## config.mk

```make
export PLATFORM = sky130hd
export DESIGN_NAME = cdb_arbiter
export DESIGN_NICKNAME = d
export VERILOG_FILES = /design/src/rtl/cdb_arbiter.sv
export SDC_FILE = /design/constraint.sdc
export NUM_CORES = 1
export LEC_CHECK = 0
export CAP_MARGIN = 20
export CELL_PAD_IN_SITES_DETAIL_PLACEMENT = 0
export CELL_PAD_IN_SITES_GLOBAL_PLACEMENT = 1
export CORE_UTILIZATION = 24
export CTS_CLUSTER_SIZE = 14
export DETAILED_ROUTE_END_ITERATION = 8
export HOLD_SLACK_MARGIN = 0.15
export PLACE_DENSITY_LB_ADDON = 0.1
export SYNTH_ARGS = -nofsm -noshare
export SYNTH_HDL_FRONTEND = slang
export SYNTH_SLANG_ARGS = --single-unit
```

## constraint.sdc

```tcl
create_clock -name clk -period 2.8 [get_ports clk]
set_input_delay 0.56 -clock clk [delete_from_list [all_inputs] [get_ports clk]]
set_output_delay 0.56 -clock clk [all_outputs]
set_load 0.02 [all_outputs]
```

## src/rtl/cdb_arbiter.sv

```systemverilog
// cdb_arbiter: round-robin arbiter and output register for the common data bus.
// NUM_SRC functional units compete for one CDB beat per cycle. The winner's
// data/tag are registered onto the bus along with a one-hot source select.
// Optional build macro CDB_GRANT_STATS_EN adds per-source 16-bit saturating
// grant counters on output grant_cnt.

`ifdef CDB_GRANT_STATS_EN
// Per-source saturating grant counter.
module cdb_grant_ctr (
    input  logic        clk,
    input  logic        rst_n,
    input  logic        i_inc,
    output logic [15:0] o_cnt
);
    logic [15:0] r_cnt;

    // Count completed transfers, sticking at all-ones.
    always_ff @(posedge clk or negedge rst_n) begin
        if (!rst_n)
            r_cnt <= '0;
        else if (i_inc && (r_cnt != 16'hFFFF))
            r_cnt <= r_cnt + 16'd1;
    end

    assign o_cnt = r_cnt;
endmodule
`endif

module cdb_arbiter #(
    parameter int NUM_SRC = 4,
    parameter int DATA_W  = 32,
    parameter int TAG_W   = 6
) (
    input  logic                      clk,
    input  logic                      rst_n,
    input  logic [NUM_SRC-1:0]        src_valid,
    input  logic [NUM_SRC*DATA_W-1:0] src_data,
    input  logic [NUM_SRC*TAG_W-1:0]  src_tag,
    output logic [NUM_SRC-1:0]        src_ready,
    input  logic                      cdb_ready,
    output logic                      cdb_valid,
    output logic [DATA_W-1:0]         cdb_data,
    output logic [TAG_W-1:0]          cdb_tag,
    output logic [NUM_SRC-1:0]        cdb_src_sel
`ifdef CDB_GRANT_STATS_EN
    ,
    output logic [NUM_SRC*16-1:0]     grant_cnt
`endif
);
    localparam int PTR_W = (NUM_SRC > 1) ? $clog2(NUM_SRC) : 1;

    logic [PTR_W-1:0]   r_rr_ptr;
    logic               r_cdb_valid;
    logic [DATA_W-1:0]  r_cdb_data;
    logic [TAG_W-1:0]   r_cdb_tag;
    logic [NUM_SRC-1:0] r_cdb_src_sel;

    logic               w_load_en;
    logic               w_any;
    logic [PTR_W-1:0]   w_win_idx;
    logic [PTR_W-1:0]   w_next_ptr;
    logic [NUM_SRC-1:0] w_win_oh;
    logic [DATA_W-1:0]  w_win_data;
    logic [TAG_W-1:0]   w_win_tag;
    int                 w_idx;

    // Output register accepts a new beat when empty or being drained.
    assign w_load_en = !r_cdb_valid || cdb_ready;

    // Round-robin search starting at rr_ptr; first requester found wins.
    always_comb begin
        w_any     = 1'b0;
        w_win_idx = '0;
        w_idx     = 0;
        for (int k = 0; k < NUM_SRC; k++) begin
            w_idx = int'(r_rr_ptr) + k;
            if (w_idx >= NUM_SRC)
                w_idx = w_idx - NUM_SRC;
            if (!w_any && src_valid[w_idx]) begin
                w_any     = 1'b1;
                w_win_idx = PTR_W'(w_idx);
            end
        end
    end

    // One-hot of the winner plus its data/tag slice (selected by one-hot OR).
    always_comb begin
        w_win_oh   = '0;
        w_win_data = '0;
        w_win_tag  = '0;
        for (int i = 0; i < NUM_SRC; i++) begin
            if (w_any && (w_win_idx == PTR_W'(i))) begin
                w_win_oh[i] = 1'b1;
                w_win_data  = w_win_data | src_data[i*DATA_W +: DATA_W];
                w_win_tag   = w_win_tag  | src_tag[i*TAG_W +: TAG_W];
            end
        end
    end

    // Explicit wrap so non-power-of-two source counts stay in range.
    assign w_next_ptr = (w_win_idx == PTR_W'(NUM_SRC - 1)) ? '0 : w_win_idx + 1'b1;

    // Grant only when the output register can take the beat and not in reset.
    assign src_ready = (rst_n && w_load_en) ? w_win_oh : '0;

    // CDB output register and round-robin pointer.
    always_ff @(posedge clk or negedge rst_n) begin
        if (!rst_n) begin
            r_cdb_valid   <= 1'b0;
            r_cdb_data    <= '0;
            r_cdb_tag     <= '0;
            r_cdb_src_sel <= '0;
            r_rr_ptr      <= '0;
        end else if (w_load_en) begin
            if (w_any) begin
                r_cdb_valid   <= 1'b1;
                r_cdb_data    <= w_win_data;
                r_cdb_tag     <= w_win_tag;
                r_cdb_src_sel <= w_win_oh;
                r_rr_ptr      <= w_next_ptr;
            end else begin
                // Bubble: data/tag keep their last value, pointer holds.
                r_cdb_valid   <= 1'b0;
                r_cdb_src_sel <= '0;
            end
        end
    end

    assign cdb_valid   = r_cdb_valid;
    assign cdb_data    = r_cdb_data;
    assign cdb_tag     = r_cdb_tag;
    assign cdb_src_sel = r_cdb_src_sel;

`ifdef CDB_GRANT_STATS_EN
    // One saturating counter per source, bumped on each completed transfer.
    for (genvar g = 0; g < NUM_SRC; g++) begin : g_stats
        cdb_grant_ctr u_ctr (
            .clk   (clk),
            .rst_n (rst_n),
            .i_inc (src_valid[g] & src_ready[g]),
            .o_cnt (grant_cnt[g*16 +: 16])
        );
    end
`else
    // Grant statistics not built in this configuration.
`endif

endmodule

```

==> flow_summary.yaml <==
placed_design:
  port_buffers: 205
  place_ws_ns: -0.560
  place_congestion: 0.777
  dpl.hpwl_mm: 7.26
power_and_ir_drop:
  powerDensity_nw_per_um2: 854
  cellLeakagePower_nw: 2.24
  vdd_drop_max_uv: 603
grt:
  grt-ovfl-total: 0
  grt_pass1_vias: 3014
  antenna_found_initial: 0
  grtUsageMet3_pct: 4.66
  grt_max_degree: 40
  met2_usage_pct: 32.7
  grt-busiest-layer: "met2"
  grt_pass1_wl_mm: 15.4
  grt_use_total_pct: 17.2
  grtUsageMet1_pct: 18.9
status:
  status: "finished clean"
clock_tree:
  cts.sinks: 45
  tritoncts: "built"
  cts_buffer_depth: 2
  cts_hold_buf: 0
  tritoncts.num_buffers: 5
  cts_root_buffer: "clkbuf_16"
  clk_latency_ns: 0.28
  path_clk_slew_ns: 0.06
  h-tree-depth: 2
die:
  ios: 206
  rows: 38
  core_area_sq_um: 11000
  die_h_um: 109
  die_width_um: 109
  start_util_pct: 24.9
  die-area_sq_um: 11800
sta:
  fin_setup_tns_ns: 0
  relSlewSlack_pct: 58.3
  rsz0062_at_grt: "no"
  hold_violations: 0
  timing.final.ws_setup_ns: 0.151
  final-setup-viol-count: 0
  drv_slew: 0
  worst_pin_slew_ns: 0.626
  fin_worst_skew_ns: 0.00871
  fmax_ghz: 0.378
  fin_crit_ns: 2.65
  finalCritPeriodShare_pct: 94.6
setup_path:
  startpoint_type: "primary input"
  criticalPathCategory: "primary input to output port"
  worstPathArrival_ns: 2.09
  r2r-start: "r_rr_ptr[0]"
  rr_worst_depth: 9
  required_ns: 2.24
  startpoint: "src_valid[1]"
  cp-end-kind: "output port"
  path_max_fanout: 4
detailed_routing:
  post_drt_wl_per_cell_um: 17.1
  vias: 2877
  ant_nets: 0
  first_pass_iters: 4
  viasPerCell: 4.76
  drt_iter0_drc: 103
  drc: 0
  wirelength_mm: 10.4
synth:
  synth.distinct_cells: 27
  synth_area_leader_cell: "dfrtp_1"
  synth_fp_nets: 417
  seq_area_frac_synth_pct: 41.2
  synth_seq_cells: 45
  yosys-top-cells-area: "dfrtp_1 (41%), a22oi_1 (21%), mux2_4 (12%)"
  synth_cells: 254
  netlist_area_sq_um: 2730
  syn_area_per_cell_sq_um: 10.7
  yosysTopAreaCellShare_pct: 41.2
  synth_edf_count: 0
  synthFlopType: "dfrtp_1"
  synthArstFlopShare_pct: 100
  ys.warnings.count: 0
final_layout:
  final_cell_mix: "clkdlybuf4s50_1 (196), a22oi_1 (76), dfrtp_1 (45)"
  final_common_cell: "clkdlybuf4s50_1"
  drive_gt1_share_pct: 17.8
  syn_to_final_growth_pct: 90.1
  nFillCells: 1051
  nNetsFinal: 628
  num_antenna_cells: 0
min_path:
  hp-class: "primary input to async pin"
flow_run:
  cap_viol_max_count: 0
==> per-layer routing <==
metal,wire (um),part of all wire [%]
met1,3980,38
met2,5630,54
met3,667,6.4
met4,85,0.82
met5,0,0
==> metrics by stage <==
stage / instances / util [%] / hold WS [ns] / power, mW / instance area [sq um]
2_1_floorplan: 254 / - / 0.264 / 2.62 / 2730
3_3_place_gp: 597 / 45.5 / 0.462 / 3.85 / 5000
3_5_place_dp: 597 / 45.5 / 0.478 / 3.86 / 5000
4_1_cts: 605 / 47.0 / 0.170 / 4.49 / 5160
5_1_grt: 605 / 47.2 / 0.175 / 4.73 / 5190
6_report: 605 / 47.2 / 0.162 / 4.43 / 5190
==> power breakdown <==
group | switching [mW] | internal, mW
Sequential | 0.180 | 0.961
Combinational | 1.30 | 1.41
Clock | 0.233 | 0.351
Total | 1.71 | 2.72
==> what timing repair did <==
action | CTS | global route
resized for setup | 25 | 7
setup buffers | 1 | 0
pin swaps | 0 | 1
hold endpoints to repair | 0 | 0
endpoints found under the setup margin | 6 | 5
==> path summary, 6_finish.rpt <==
path                           endpoint  slack (ns)
setup / recovery           src_ready[1]        0.15
hold / removal               cdb_tag[1]        0.16
setup reg to reg           cdb_data[23]        0.51
hold reg to reg             cdb_data[3]        0.50
max in group asynchronous  cdb_data[30]        2.02
min in group clk            cdb_data[3]        0.50
==> state kept, by name (all words and copies together) (netlist names) <==
signal	flops
cdb_data	32
cdb_tag	6
cdb_valid	1
cdb_src_sel	4
r_rr_ptr	2
==> cell type report <==
cell class	count	area [sq um]	area share [%]
inverter	3	11.3	0.217
sequential	45	1130	21.7
tap	140	175	3.38
timing repair buffer	226	2200	42.4
clock buffer	7	143	2.75
multi-input combinational	184	1530	29.6
==> cells by family (layout without fill, tap and decap cells) <==
kind of cell	count (synthesis)	count (layout)	synth area share, %
flops	45	45	41.2
mux	39	39	19.1
simple gates	52	52	8.75
buf+inv	25	236	4.58
compound gates	89	89	24.5
fa+ha+maj	4	4	1.83
==> critical path, stage by stage <==
cell	delay, ns
dlygate4sd2_1	0.26
buf_4	0.16
o21ai_2	0.15
a221oi_2	0.05
buf_4	0.14
or2_2	0.28
ha_2	0.19
and3_1	0.14
buf_4	0.15
==> synthesized netlist by cell type, drive strengths merged (3+ instances only) <==
master / count
mux2: 39
inv: 3
clkbuf: 16
and3: 4
a22oi: 76
ha: 4
dfrtp: 45
nor2: 4
nand2: 38
a22o: 4
buf: 6
Power figures use the tool's default switching activity.
